===== config.mk =====
export PLATFORM = sky130hd
export DESIGN_NAME = instr_fetch
export DESIGN_NICKNAME = d
export VERILOG_FILES = /design/src/rtl/instr_fetch.sv
export SDC_FILE = /design/constraint.sdc
export NUM_CORES = 1
export LEC_CHECK = 0
export BUFFER_PORTS_ARGS = -buffer_cell sky130_fd_sc_hd__buf_2
export CAP_MARGIN = 5
export CORE_MARGIN = 2
export CORE_UTILIZATION = 52
export CTS_CLUSTER_DIAMETER = 60
export DETAILED_ROUTE_END_ITERATION = 10
export PLACE_DENSITY = 0.9
export SLEW_MARGIN = 20
export SYNTH_ARGS = -nofsm -noshare
export SYNTH_HDL_FRONTEND = slang
export SYNTH_SLANG_ARGS = --single-unit

===== constraint.sdc =====
create_clock -name clk -period 3.23 [get_ports clk]
set_input_delay 0.646 -clock clk [delete_from_list [all_inputs] [get_ports clk]]
set_output_delay 0.646 -clock clk [all_outputs]
set_load 0.02 [all_outputs]

===== src/rtl/instr_fetch.sv =====
// Instruction fetch stage: owns the PC, reads imem over req/ack and hands words to decode over valid/ready.
// Define FETCH_PERF_EN to add the fetch_count output (accepted-instruction counter).
module instr_fetch #(
    parameter int                ADDR_W   = 16,
    parameter int                INSTR_W  = 32,
    parameter logic [ADDR_W-1:0] RESET_PC = '0,
    parameter int                PC_STEP  = 1
) (
    input  logic               clk,
    input  logic               rst,
    output logic               imem_req,
    output logic [ADDR_W-1:0]  imem_addr,
    input  logic               imem_ack,
    input  logic [INSTR_W-1:0] imem_rdata,
    output logic               instr_valid,
    input  logic               instr_ready,
    output logic [INSTR_W-1:0] instr,
    output logic [ADDR_W-1:0]  instr_pc,
    input  logic               redirect_valid,
    input  logic [ADDR_W-1:0]  redirect_pc,
    input  logic               halt_in,
    output logic               halted
`ifdef FETCH_PERF_EN
    ,
    output logic [31:0]        fetch_count
`endif
);

    typedef enum logic [1:0] {S_FETCH, S_HOLD, S_DRAIN, S_HALTED} state_t;

    state_t              state_q, state_d;
    logic [ADDR_W-1:0]   pc_q, pc_d;
    logic                imem_req_q, imem_req_d;
    logic [ADDR_W-1:0]   imem_addr_q, imem_addr_d;
    logic                instr_valid_q, instr_valid_d;
    logic [INSTR_W-1:0]  instr_q, instr_d;
    logic [ADDR_W-1:0]   instr_pc_q, instr_pc_d;
    logic                halted_q, halted_d;
    logic                halt_pend_q, halt_pend_d;
    logic                drain_halt;

    always_comb begin
        state_d       = state_q;
        pc_d          = pc_q;
        imem_req_d    = imem_req_q;
        imem_addr_d   = imem_addr_q;
        instr_valid_d = instr_valid_q;
        instr_d       = instr_q;
        instr_pc_d    = instr_pc_q;
        halted_d      = halted_q;
        halt_pend_d   = halt_pend_q;
        drain_halt    = halt_pend_q | halt_in;

        case (state_q)
            S_FETCH: begin
                if (halt_in) begin
                    if (imem_req_q && !imem_ack) begin
                        state_d     = S_DRAIN;
                        halt_pend_d = 1'b1;
                    end else begin
                        state_d    = S_HALTED;
                        imem_req_d = 1'b0;
                        halted_d   = 1'b1;
                    end
                end else if (redirect_valid) begin
                    pc_d = redirect_pc;
                    if (imem_req_q && !imem_ack) begin
                        state_d = S_DRAIN;
                    end else if (imem_req_q) begin
                        // Word acked this cycle belongs to the old path; drop it and re-request.
                        imem_req_d = 1'b0;
                    end else begin
                        imem_req_d  = 1'b1;
                        imem_addr_d = redirect_pc;
                    end
                end else if (!imem_req_q) begin
                    imem_req_d  = 1'b1;
                    imem_addr_d = pc_q;
                end else if (imem_ack) begin
                    instr_d       = imem_rdata;
                    instr_pc_d    = pc_q;
                    instr_valid_d = 1'b1;
                    pc_d          = pc_q + ADDR_W'(PC_STEP);
                    imem_req_d    = 1'b0;
                    state_d       = S_HOLD;
                end
            end
            S_HOLD: begin
                if (halt_in) begin
                    instr_valid_d = 1'b0;
                    halted_d      = 1'b1;
                    state_d       = S_HALTED;
                end else if (redirect_valid) begin
                    instr_valid_d = 1'b0;
                    pc_d          = redirect_pc;
                    imem_req_d    = 1'b1;
                    imem_addr_d   = redirect_pc;
                    state_d       = S_FETCH;
                end else if (instr_ready) begin
                    instr_valid_d = 1'b0;
                    imem_req_d    = 1'b1;
                    imem_addr_d   = pc_q;
                    state_d       = S_FETCH;
                end
            end
            S_DRAIN: begin
                // Request stays up until acked; its data is never used.
                if (!drain_halt && redirect_valid) begin
                    pc_d = redirect_pc;
                end
                if (imem_ack) begin
                    imem_req_d  = 1'b0;
                    halt_pend_d = 1'b0;
                    if (drain_halt) begin
                        state_d  = S_HALTED;
                        halted_d = 1'b1;
                    end else begin
                        state_d = S_FETCH;
                    end
                end else begin
                    halt_pend_d = drain_halt;
                end
            end
            S_HALTED: begin
                imem_req_d    = 1'b0;
                instr_valid_d = 1'b0;
                halted_d      = 1'b1;
            end
            default: begin
                state_d = S_FETCH;
            end
        endcase
    end

    always_ff @(posedge clk or posedge rst) begin
        if (rst) begin
            state_q       <= S_FETCH;
            pc_q          <= RESET_PC;
            imem_req_q    <= 1'b0;
            imem_addr_q   <= RESET_PC;
            instr_valid_q <= 1'b0;
            instr_q       <= '0;
            instr_pc_q    <= '0;
            halted_q      <= 1'b0;
            halt_pend_q   <= 1'b0;
        end else begin
            state_q       <= state_d;
            pc_q          <= pc_d;
            imem_req_q    <= imem_req_d;
            imem_addr_q   <= imem_addr_d;
            instr_valid_q <= instr_valid_d;
            instr_q       <= instr_d;
            instr_pc_q    <= instr_pc_d;
            halted_q      <= halted_d;
            halt_pend_q   <= halt_pend_d;
        end
    end

    assign imem_req    = imem_req_q;
    assign imem_addr   = imem_addr_q;
    assign instr_valid = instr_valid_q;
    assign instr       = instr_q;
    assign instr_pc    = instr_pc_q;
    assign halted      = halted_q;

`ifdef FETCH_PERF_EN
    logic        hs_fire;
    logic [31:0] fetch_count_q, fetch_count_d;

    // Only a handshake that is not cancelled by a same-cycle redirect or halt retires.
    assign hs_fire = (state_q == S_HOLD) && instr_valid_q && instr_ready && !redirect_valid && !halt_in;

    always_comb begin
        fetch_count_d = fetch_count_q;
        if (hs_fire) begin
            fetch_count_d = fetch_count_q + 32'd1;
        end
    end

    always_ff @(posedge clk or posedge rst) begin
        if (rst) begin
            fetch_count_q <= '0;
        end else begin
            fetch_count_q <= fetch_count_d;
        end
    end

    assign fetch_count = fetch_count_q;
`endif

endmodule


Word level (Yosys, flattened, before mapping)

Index checks and enable logic that the tools add are counted.

Add/sub/neg operators: 1
Multiplexer cells: 59
Reduce and logical (&&, ||, !) cells: 17
Equal/unequal tests: 27
Shifts and indexed selects: 0
Bitwise gates (word level): 3
$mul: 0
Div/mod/pow operators: 0
Order comparisons: 0

Operator list:

| operator                                                               | number |
|---|---|
| 16-bit two-way mux                                                     | 15 |
| 16-bit one-hot mux with 3 select lines                                 | 1 |
| 16-bit one-hot mux with 2 select lines                                 | 1 |
| 1-bit two-way mux                                                      | 27 |
| 2-bit inequality test (second input constant)                          | 13 |
| 3-bit inequality test (second input constant)                          | 7 |
| 2-bit two-way mux                                                      | 10 |
| 16-bit by 1-bit adder with 16-bit output (second input constant)       | 1 |
| 4-bit inequality test (second input constant)                          | 4 |
| 5-bit AND reduction                                                    | 3 |
| 7-bit AND reduction                                                    | 2 |
| 6-bit AND reduction                                                    | 2 |
| 1-bit one-hot mux with 4 select lines                                  | 2 |
| 2-bit one-hot mux with 3 select lines                                  | 1 |
| 3-bit nonzero test                                                     | 2 |
| 2-bit equality test (second input constant)                            | 2 |
| 2-bit nonzero test                                                     | 2 |
| 1-bit one-hot mux with 3 select lines                                  | 1 |
| 3-bit AND reduction                                                    | 1 |
| 2-bit by 1-bit equality test with 1-bit output (second input constant) | 1 |
| 1-bit logical AND                                                      | 2 |
| 1-bit zero test                                                        | 2 |
| 2-bit zero test                                                        | 1 |
| 1-bit inverter                                                         | 2 |
| other kinds (2)                                                        | 2 |

Output and inout port bits: 67
Input port bits: 54
Memory bits (read-only): 0
Logic and storage cells: 116
Bits in latches: 0
Register bits: 86
Memories: 0
Memory bits (writable): 0

Logic depth before layout (Yosys ltp)

Gate-level depths: netlist (run 1).

Word-level depth: 6
Mapped depth: 9
Mapped depth without buffers: 7

Worst setup path before layout (run 1)

OpenSTA, ideal clock, no wires.

Kind: input to register
Start: input imem_ack
End: register instr_q[14], in the netlist instr[14]
Required time: 3,105 ps
Library setup time: 125 ps
Data arrival time: 1,657 ps
Stages: 6
Path slack: 1,448 ps
Buffers on the path: 3
Cell sequence: buf_4 > nand4_1 > nor2_1 > buf_4 > buf_6 > mux2_2

Longest elaborated chain between the ends: 1

RTL lines:

| item                                 | RTL line | text |
|---|---|---|
| start: declaration                   | 13       | `input logic imem_ack,` |
| 5-bit AND reduction (no source line) | n/a      |  |
| end signal: assignment               | 152      | `instr_q <= instr_d;` |
| end: declaration                     | 36       | `logic [INSTR_W-1:0] instr_q, instr_d;` |

No other way between the ends.
A chain may end at the register's enable or synchronous reset.

Worst setup path in the final report (run 1)

Start: register state_q[1]
End: register instr_q[26], in the netlist instr[26]

Longest elaborated chain between the ends: 2

RTL lines:

| item                                 | RTL line | text |
|---|---|---|
| start: declaration                   | 31       | `state_t state_q, state_d;` |
| start signal: assignment             | 147      | `state_q <= state_d;` |
| 2-bit zero test                      | 54       | `case (state_q)` |
| 5-bit AND reduction (no source line) | n/a      |  |

No other way between the ends.

==> results of run 1 <==
==> cell usage in the layout, fill, tap and decap left out, types with 2 or more instances in the layout <==
master / Yosys / layout
clkbuf_8: 0 / 9
o21ai_0: 17 / 17
clkinv_2: 0 / 3
a2bb2oi_1: 4 / 4
o21ai_1: 3 / 3
ha_1: 5 / 5
inv_1: 10 / 9
or2_2: 3 / 3
nand3_1: 6 / 6
nor2_4: 1 / 2
buf_2: 14 / 120
nand2_1: 14 / 14
nor2_1: 31 / 30
mux2_2: 48 / 48
o22ai_1: 4 / 4
o211ai_1: 2 / 2
clkinv_4: 0 / 2
buf_4: 5 / 5
dfrtp_1: 86 / 86
nor3_1: 3 / 3
nand2b_1: 2 / 2
a32oi_1: 2 / 2
nand4_1: 4 / 4
mux2i_1: 18 / 18
a31oi_1: 3 / 3
nor2b_1: 4 / 4
and3_1: 4 / 4
a21oi_1: 49 / 49
==> layer usage <==
metal  track usage, %  vias up  part of all wire [%]
met2             36.5      160                    48
met3             3.82       20                   7.4
li1                 -     1541                     -
met4             8.96        0                   2.0
met5                0        -                     0
met1             29.6     1542                    43
==> power groups by stage <==
stage	registers [mW]	clock network, mW	logic [mW]
floorplan	2.23	0	1.29
global placement	1.88	0	2.18
detailed placement	1.91	0	2.27
CTS	1.89	0.771	2.28
global route	1.96	0.817	2.51
finish	1.90	0.755	2.30
==> how the worst max path moves through the flow <==
stage                    from           to  slack, ns  depth (start not counted)
2_1_floorplan             rst  halt_pend_q       0.36                          1
3_3_place_gp   redirect_valid      pc_q[8]       0.80                          5
3_5_place_dp   redirect_valid      pc_q[8]       0.71                          5
4_1_cts            state_q[0]    instr[26]       0.88                          6
5_1_grt            state_q[0]    instr[13]       0.72                          6
6_report           state_q[1]    instr[26]       0.87                          6
==> area by class of cell <==
type | instances | area [um2] | share of cell area, %
Sequential cell | 86 | 2150 | 43.6
Multi-Input combinational cell | 247 | 1760 | 35.6
Timing Repair Buffer | 126 | 658 | 13.3
Tap cell | 102 | 128 | 2.59
Clock buffer | 9 | 124 | 2.51
Clock inverter | 7 | 73.8 | 1.50
Inverter | 10 | 38.8 | 0.786
==> worst max-delay path, cell delays in order, from the launching register on <==
cell	delay [ns]
dfrtp_1	0.43
inv_1	0.10
ha_1	0.39
nand4_1	0.21
nor2_4	0.46
buf_12	0.26
mux2_2	0.36
==> through the flow <==
step | area [um2] | setup slack, ns
floorplan | 4080 | 0.362
global placement | 4730 | 0.797
detailed placement | 4730 | 0.710
CTS | 4920 | 0.882
global route | 4930 | 0.722
finish | 4930 | 0.872
==> state kept, by name (all words and copies together), names as in the netlist <==
signal       cells
instr_valid      1
pc_q            16
imem_req         1
halted           1
instr_pc        16
state_q          2
halt_pend_q      1
instr           32
imem_addr       16
==> cell families (layout without fill, tap and decap cells) <==
logic type,after synthesis,in the layout,share of synthesized area [%]
AND/OR/NAND/NOR,79,79,9.44
multiplexers,67,67,17.9
flip-flops,86,86,52.7
buffers and inverters,34,152,4.41
adder cells (fa/ha/maj),5,5,1.53
AO/OA/AOI/OAI,96,96,14.0
==> metrics.txt, run 1 <==
status=finished, final reports clean; leading area contributor after synthesis=dfrtp_1; die area=8580 um2; Syn Nets=426; Avg Synthesized Cell Area=11.1 um2; Port Buffers=120; Peak VDD IR=0.439 mV; via count=3263; Synth Flop Type=dfrtp_1; Pre-Repair DR Iteration Count=8; Longest Clk Path Bufs=2; Clk Latency, worst-skew pair=0.35 ns; Hold Path Class=primary input to async pin; Sw Ratio=43.2%; Seq/Total Area, Yosys=52.7%; endpoint class of the critical path=flip-flop; crit path DAT=2.59 ns; FF+latch count, synth=86; I/O Pins=121; Tightest Pin Transition=0.755 ns; PostCTS Resize Cnt=0; EDFF count, synth=0; part of the power in combinational logic=46.4%; Hold Buf Count CTS=0; P_sw=2.14 mW; final number of hold-violating endpoints=0; sequential group share of total power=38.3%; WL final=9050 um; Pwr per Cell Area=1000 nW/um2; CTS Sinks=86; Crit Path Max Fanout=31; row count=32; P_int=2.81 mW; P_leak=2.43 nW; final worst clock skew=0.0116 ns; total clock buffers created by CTS=9; ys async rst share=100%; fin crit share=73.0%; Cells after Synth=367; first-pass GRT wire length=15200 um; ANT nets after route=0; fill cell count=593; RePlAce Congestion=0.827; Worst-path clk slew=0.09 ns; Crit Reg-Reg Startpoint=state_q[1]; CP required=3.46 ns; Via density=5.56; Final Util=64.5%; initial cell density of the core=53.4%; Post-CTS Repair Setup Buffers=0; residual DRC count=0; DIE WIDTH=92.6 um; CP Class=flip-flop to flip-flop; vias in the first global route=3237; crit path launch type=flip-flop; Worst R2R End=instr[26]; post-synth top area share=52.7%; largest net degree at the start of global routing=44; Synth area leaders=dfrtp_1, mux2_2, a21oi_1; Final nets=539; total grt overflow=0; # diodes=0; initial antenna violation count=0; gr usage total=22.3%; max-cap check violation count=0; die height=92.6 um; synth cell count leaders=dfrtp_1, a21oi_1, mux2_2; HPWL Detailed=6620 um; placed cell count=570; synthesized cell area=4080 um2; Layout area overhead=20.8%; share of post-route cells with drive strength above 1=41.2%; Worst slew margin=49.6%; Initial DRC Count=270; Slew Viols, Final=0; clk root buf=clkbuf_8; final setup fails=0; most common cell in the netlist=dfrtp_1; R2R setup slack=0.87 ns; H-tree levels=3; synth warn=0; Max Fclk=424 MHz; CTS tree=yes; setup TNS=0 ns; Cell variety after synth=48; clock share of power=15.3%; core area=7650 um2; hold slack=0.400 ns; minimum clock period=2.36 ns; Reg2Reg Depth=6; routed len/inst=15.4 um; Non-Filler Instances=587; unrepaired setup endpoints after global routing=false; power consumption=4.95 mW
Note: power is estimated with default switching activity, not from simulation.
==> run 2, diff against run 1 <==
==> constraint.sdc (replaced) <==
create_clock -name clk -period 2.3 [get_ports clk]
set_input_delay 0.46 -clock clk [delete_from_list [all_inputs] [get_ports clk]]
set_output_delay 0.46 -clock clk [all_outputs]
set_load 0.02 [all_outputs]
==> run 2 against run 1 <==
  * Sequential power is 40% higher
  * First-iteration DRC count is 0.37% lower
  * Flip-flop and latch count is the same
  * Critical path type unchanged
  * Largest cell class unchanged
==> metrics.txt, run 2 (synthesized netlist as in run 1, its figures left out) <==
setup slack after layout=0.329 ns; fin crit share=85.7%; Hold Buf Count CTS=0; Tightest Pin Transition=0.591 ns; M2 GR Usage=36.3%; R2R setup slack=0.33 ns; CP required=2.54 ns; initial antenna violation count=0; final setup fails=0; die height=92.6 um; Crit Path Max Fanout=8; met1 usage in global routing=28.4%; P_leak=2.44 nW; total grt overflow=0; Pwr per Cell Area=1390 nW/um2; unrepaired setup endpoints after global routing=false; gr usage total=22.2%; Via density=5.65; Peak VDD IR=0.571 mV; status=finished, final reports clean; Port Buffers=120; Bufs and invs on worst path=2; Pre-Repair DR Iteration Count=5; crit path launch type=flip-flop; row count=32; largest net degree at the start of global routing=49; commonest cells after routing, fill and taps aside=buf_2, dfrtp_1, a21oi_1; Longest Clk Path Bufs=2; RePlAce Congestion=0.838; setup TNS=0 ns; endpoint class of the critical path=flip-flop; Largest register FFs=32; GRT Max-Usage Layer=met2; clk root buf=clkbuf_8; final number of hold-violating endpoints=0; minimum clock period=1.97 ns; residual DRC count=0; # diodes=0; final worst clock skew=0.0109 ns; Most common cell on crit path=a21oi_1; Slew Viols, Final=0; Hold Path Class=primary input to async pin; die area=8580 um2; crit path DAT=2.21 ns; Clk Latency, worst-skew pair=0.35 ns; HPWL Detailed=6640 um; CP delay by family, top=compound AO/OA/AOI/OAI gates; H-tree levels=3; ANT nets after route=0; CP max stage delay=0.42 ns; core area=7650 um2; Final nets=541; max-cap check violation count=0; WL final=9170 um; share of post-route cells with drive strength above 1=41.2%; met3 usage=4.80%; design area=4960 um2; Layout area overhead=21.5%; first-pass GRT wire length=15000 um; PostCTS Resize Cnt=0; initial cell density of the core=53.4%; Max Fclk=507 MHz; Worst slew margin=60.5%; total clock buffers created by CTS=9; Final Util=64.8%; Initial DRC Count=269; Post-CTS Repair Setup Buffers=0; worst-path cell chain=inv_1, ha_1, buf_4, nand2b_1, a21oi_1, a21oi_1, o221ai_2, mux2_1; dpl cell area=4780 um2; DIE WIDTH=92.6 um; Place WS=0.0878 ns; Worst-path clk slew=0.08 ns; CTS tree=yes; via count=3317; vias in the first global route=3140; CP max stage cell=dfrtp_1; CP Class=flip-flop to flip-flop; routed len/inst=15.6 um; I/O Pins=121; most common cell after layout, fill and taps aside=buf_2; CTS Sinks=86
## run 2: worst paths after layout
path,end,depth (start not counted),startpoint
max,state_q[1],8,state_q[0]
min,instr[18],2,rst
max reg2reg,state_q[1],8,state_q[0]
min reg2reg,halted,1,halted
max in group asynchronous,instr_pc[15],3,rst
min in group clk,instr[15],2,imem_rdata[15]
## run 2: final cells by class
cell class | count | area, um2
clock buffers | 9 | 124
clock inverters | 5 | 52.6
fillers | 600 | 2690
inverters | 10 | 41.3
multi-input cells | 247 | 1760
flip-flops and latches | 86 | 2150
well taps | 102 | 128
repair buffers | 128 | 698
## run 2: power by group
group	leakage, nW	internal, mW	switching [mW]
combinational	1.29	1.32	1.93
sequential	1.06	2.15	0.509
clock	0.0907	0.484	0.514
## run 2: per-layer routing
layer  part of all wire [%]  vias up
met5                      0        -
met4                    2.5        0
met3                    8.1       24
met2                     48      166
met1                     41     1587
li1                       -     1540
## run 2: stage by stage
| step | total power [mW] | hold WS [ns] | std cells |
|---|---|---|---|
| 2_1_floorplan | 4.95 | 0.516 | 367 |
| 3_3_place_gp | 5.75 | 0.448 | 573 |
| 3_5_place_dp | 5.92 | 0.453 | 573 |
| 4_1_cts | 6.93 | 0.166 | 587 |
| 5_1_grt | 7.39 | 0.195 | 587 |
| 6_report | 6.91 | 0.162 | 587 |
==> run 3, diff against run 2 <==
--- a/config.mk
+++ b/config.mk
@@ -8,10 +8,11 @@
 export BUFFER_PORTS_ARGS = -buffer_cell sky130_fd_sc_hd__buf_2
 export CAP_MARGIN = 5
 export CORE_MARGIN = 2
-export CORE_UTILIZATION = 52
+export CORE_UTILIZATION = 55
 export CTS_CLUSTER_DIAMETER = 60
 export DETAILED_ROUTE_END_ITERATION = 10
-export PLACE_DENSITY = 0.9
+export MAX_ROUTING_LAYER = met4
+export PLACE_DENSITY = 0.94
 export SLEW_MARGIN = 20
 export SYNTH_ARGS = -nofsm -noshare
 export SYNTH_HDL_FRONTEND = slang
==> constraint.sdc (replaced) <==
create_clock -name clk -period 2.5 [get_ports clk]
set_input_delay 0.5 -clock clk [delete_from_list [all_inputs] [get_ports clk]]
set_output_delay 0.5 -clock clk [all_outputs]
set_load 0.02 [all_outputs]
==> run 3 against run 2 <==
  * Design area grew 0.18%
  * Non-clock buffer count fell by 3
  * Flip-flop and latch count stayed put
  * Power is 5.4% lower
  * Setup slack better by 0.072 ns
  * Clock power increased by 13%
  * First-iteration DRC count fell by 5.2%
  * Fmax decreased by 6.1%
  * Highest routed layer unchanged
  * Routed wire length is essentially flat
  * Global-route usage is 1.9 points higher
  * Critical path type unchanged
==> metrics.txt, run 3 (synthesized netlist as in run 1, its figures left out) <==
Port Buffers=120; die area=8130 um2; total clock buffers created by CTS=9; most common cell after layout, fill and taps aside=buf_2; via count=3311; crit path launch type=flip-flop; die height=90.2 um; Worst-path clk slew=0.09 ns; minimum clock period=2.10 ns; ANT nets after route=0; Worst slew margin=59.3%; setup TNS=0 ns; Max Fclk=476 MHz; clk root buf=clkbuf_8; Hold Path Class=primary input to async pin; share of post-route cells with drive strength above 1=40.9%; Tightest Pin Transition=0.610 ns; Initial DRC Count=255; WL final=9160 um; power consumption=6.53 mW; Layout area overhead=21.7%; first-pass GRT wire length=15400 um; commonest cells after routing, fill and taps aside=buf_2, dfrtp_1, a21oi_1; Crit Path Max Fanout=32; routed len/inst=15.8 um; residual DRC count=0; largest net degree at the start of global routing=67; crit path DAT=2.37 ns; DIE WIDTH=90.2 um; Final nets=538; final worst clock skew=0.0149 ns; final number of hold-violating endpoints=0; Clk Latency, worst-skew pair=0.36 ns; CTS tree=yes; initial cell density of the core=56.6%; CP Class=flip-flop to flip-flop; HPWL Detailed=6430 um; final setup fails=0; P_leak=2.44 nW; Pwr per Cell Area=1320 nW/um2; vias in the first global route=3173; CTS Sinks=86; total grt overflow=0; unrepaired setup endpoints after global routing=false; RePlAce Congestion=0.869; endpoint class of the critical path=flip-flop; Final Util=68.9%; PostCTS Resize Cnt=0; Hold Buf Count CTS=0; gr usage total=24.1%; status=finished, final reports clean; hold slack=0.144 ns; Post-CTS Repair Setup Buffers=0; Slew Viols, Final=0; Largest register FFs=32; core area=7210 um2; Longest Clk Path Bufs=2; row count=31; max-cap check violation count=0; I/O Pins=121; H-tree levels=3; # diodes=0; fin crit share=84.0%; Peak VDD IR=0.557 mV; initial antenna violation count=0; Via density=5.70; CP required=2.78 ns; Pre-Repair DR Iteration Count=5
[run 3: changes by cell type in the layout (fill, tap and decap cells not counted), sizes merged]
cell | before | now
bufinv | 1 | 3
clkinvlp | 2 | 1
buf | 128 | 125
clkinv | 3 | 2
[run 3: final cells by class]
type | count | area [um2]
inverters | 10 | 41.3
clock buffers | 9 | 124
fillers | 540 | 2250
repair buffers | 125 | 663
clock inverters | 5 | 100
flip-flops and latches | 86 | 2150
multi-input cells | 247 | 1760
well taps | 99 | 124
[run 3: worst paths after layout]
kind,endpoint,startpoint,slack [ns],cells after the start
hold reg to reg,halted,halted,0.48,1
setup / recovery,imem_addr[12],state_q[0],0.40,7
hold / removal,instr[21],rst,0.14,2
max in group asynchronous,instr[0],rst,1.67,3
setup reg to reg,imem_addr[12],state_q[0],0.40,7
min in group clk,instr[4],imem_rdata[4],0.37,2
[run 3: through the flow]
stage	instances	area (um2)	setup slack [ns]
2_1_floorplan	367	4090	0.835
3_3_place_gp	567	4740	0.359
3_5_place_dp	567	4740	0.132
4_1_cts	581	4960	0.101
5_1_grt	581	4970	0.182
6_report	581	4970	0.401
[run 3: layer usage]
layer / track usage [%] / share of wire, % / wire length, um
met3: 3.69 / 7.6 / 701
met1: 31.6 / 41 / 3790
met2: 38.1 / 49 / 4450
met4: 9.74 / 2.4 / 218
met5: - / 0 / 0
[run 3: report_power, final]
part	internal [mW]	switching, mW	leakage, nW	total [mW]
combinational	1.18	1.78	1.27	2.96
sequential	1.98	0.458	1.06	2.44
clock	0.650	0.481	0.115	1.13
total	3.81	2.72	2.44	6.53
[run 3: worst max-delay path, stage by stage (launching register included)]
cell     delay, ns
dfrtp_1       0.42
inv_1         0.11
ha_1          0.37
nor2b_1       0.23
o21ai_1       0.13
nor2_4        0.49
nor2_1        0.12
a21oi_1       0.15
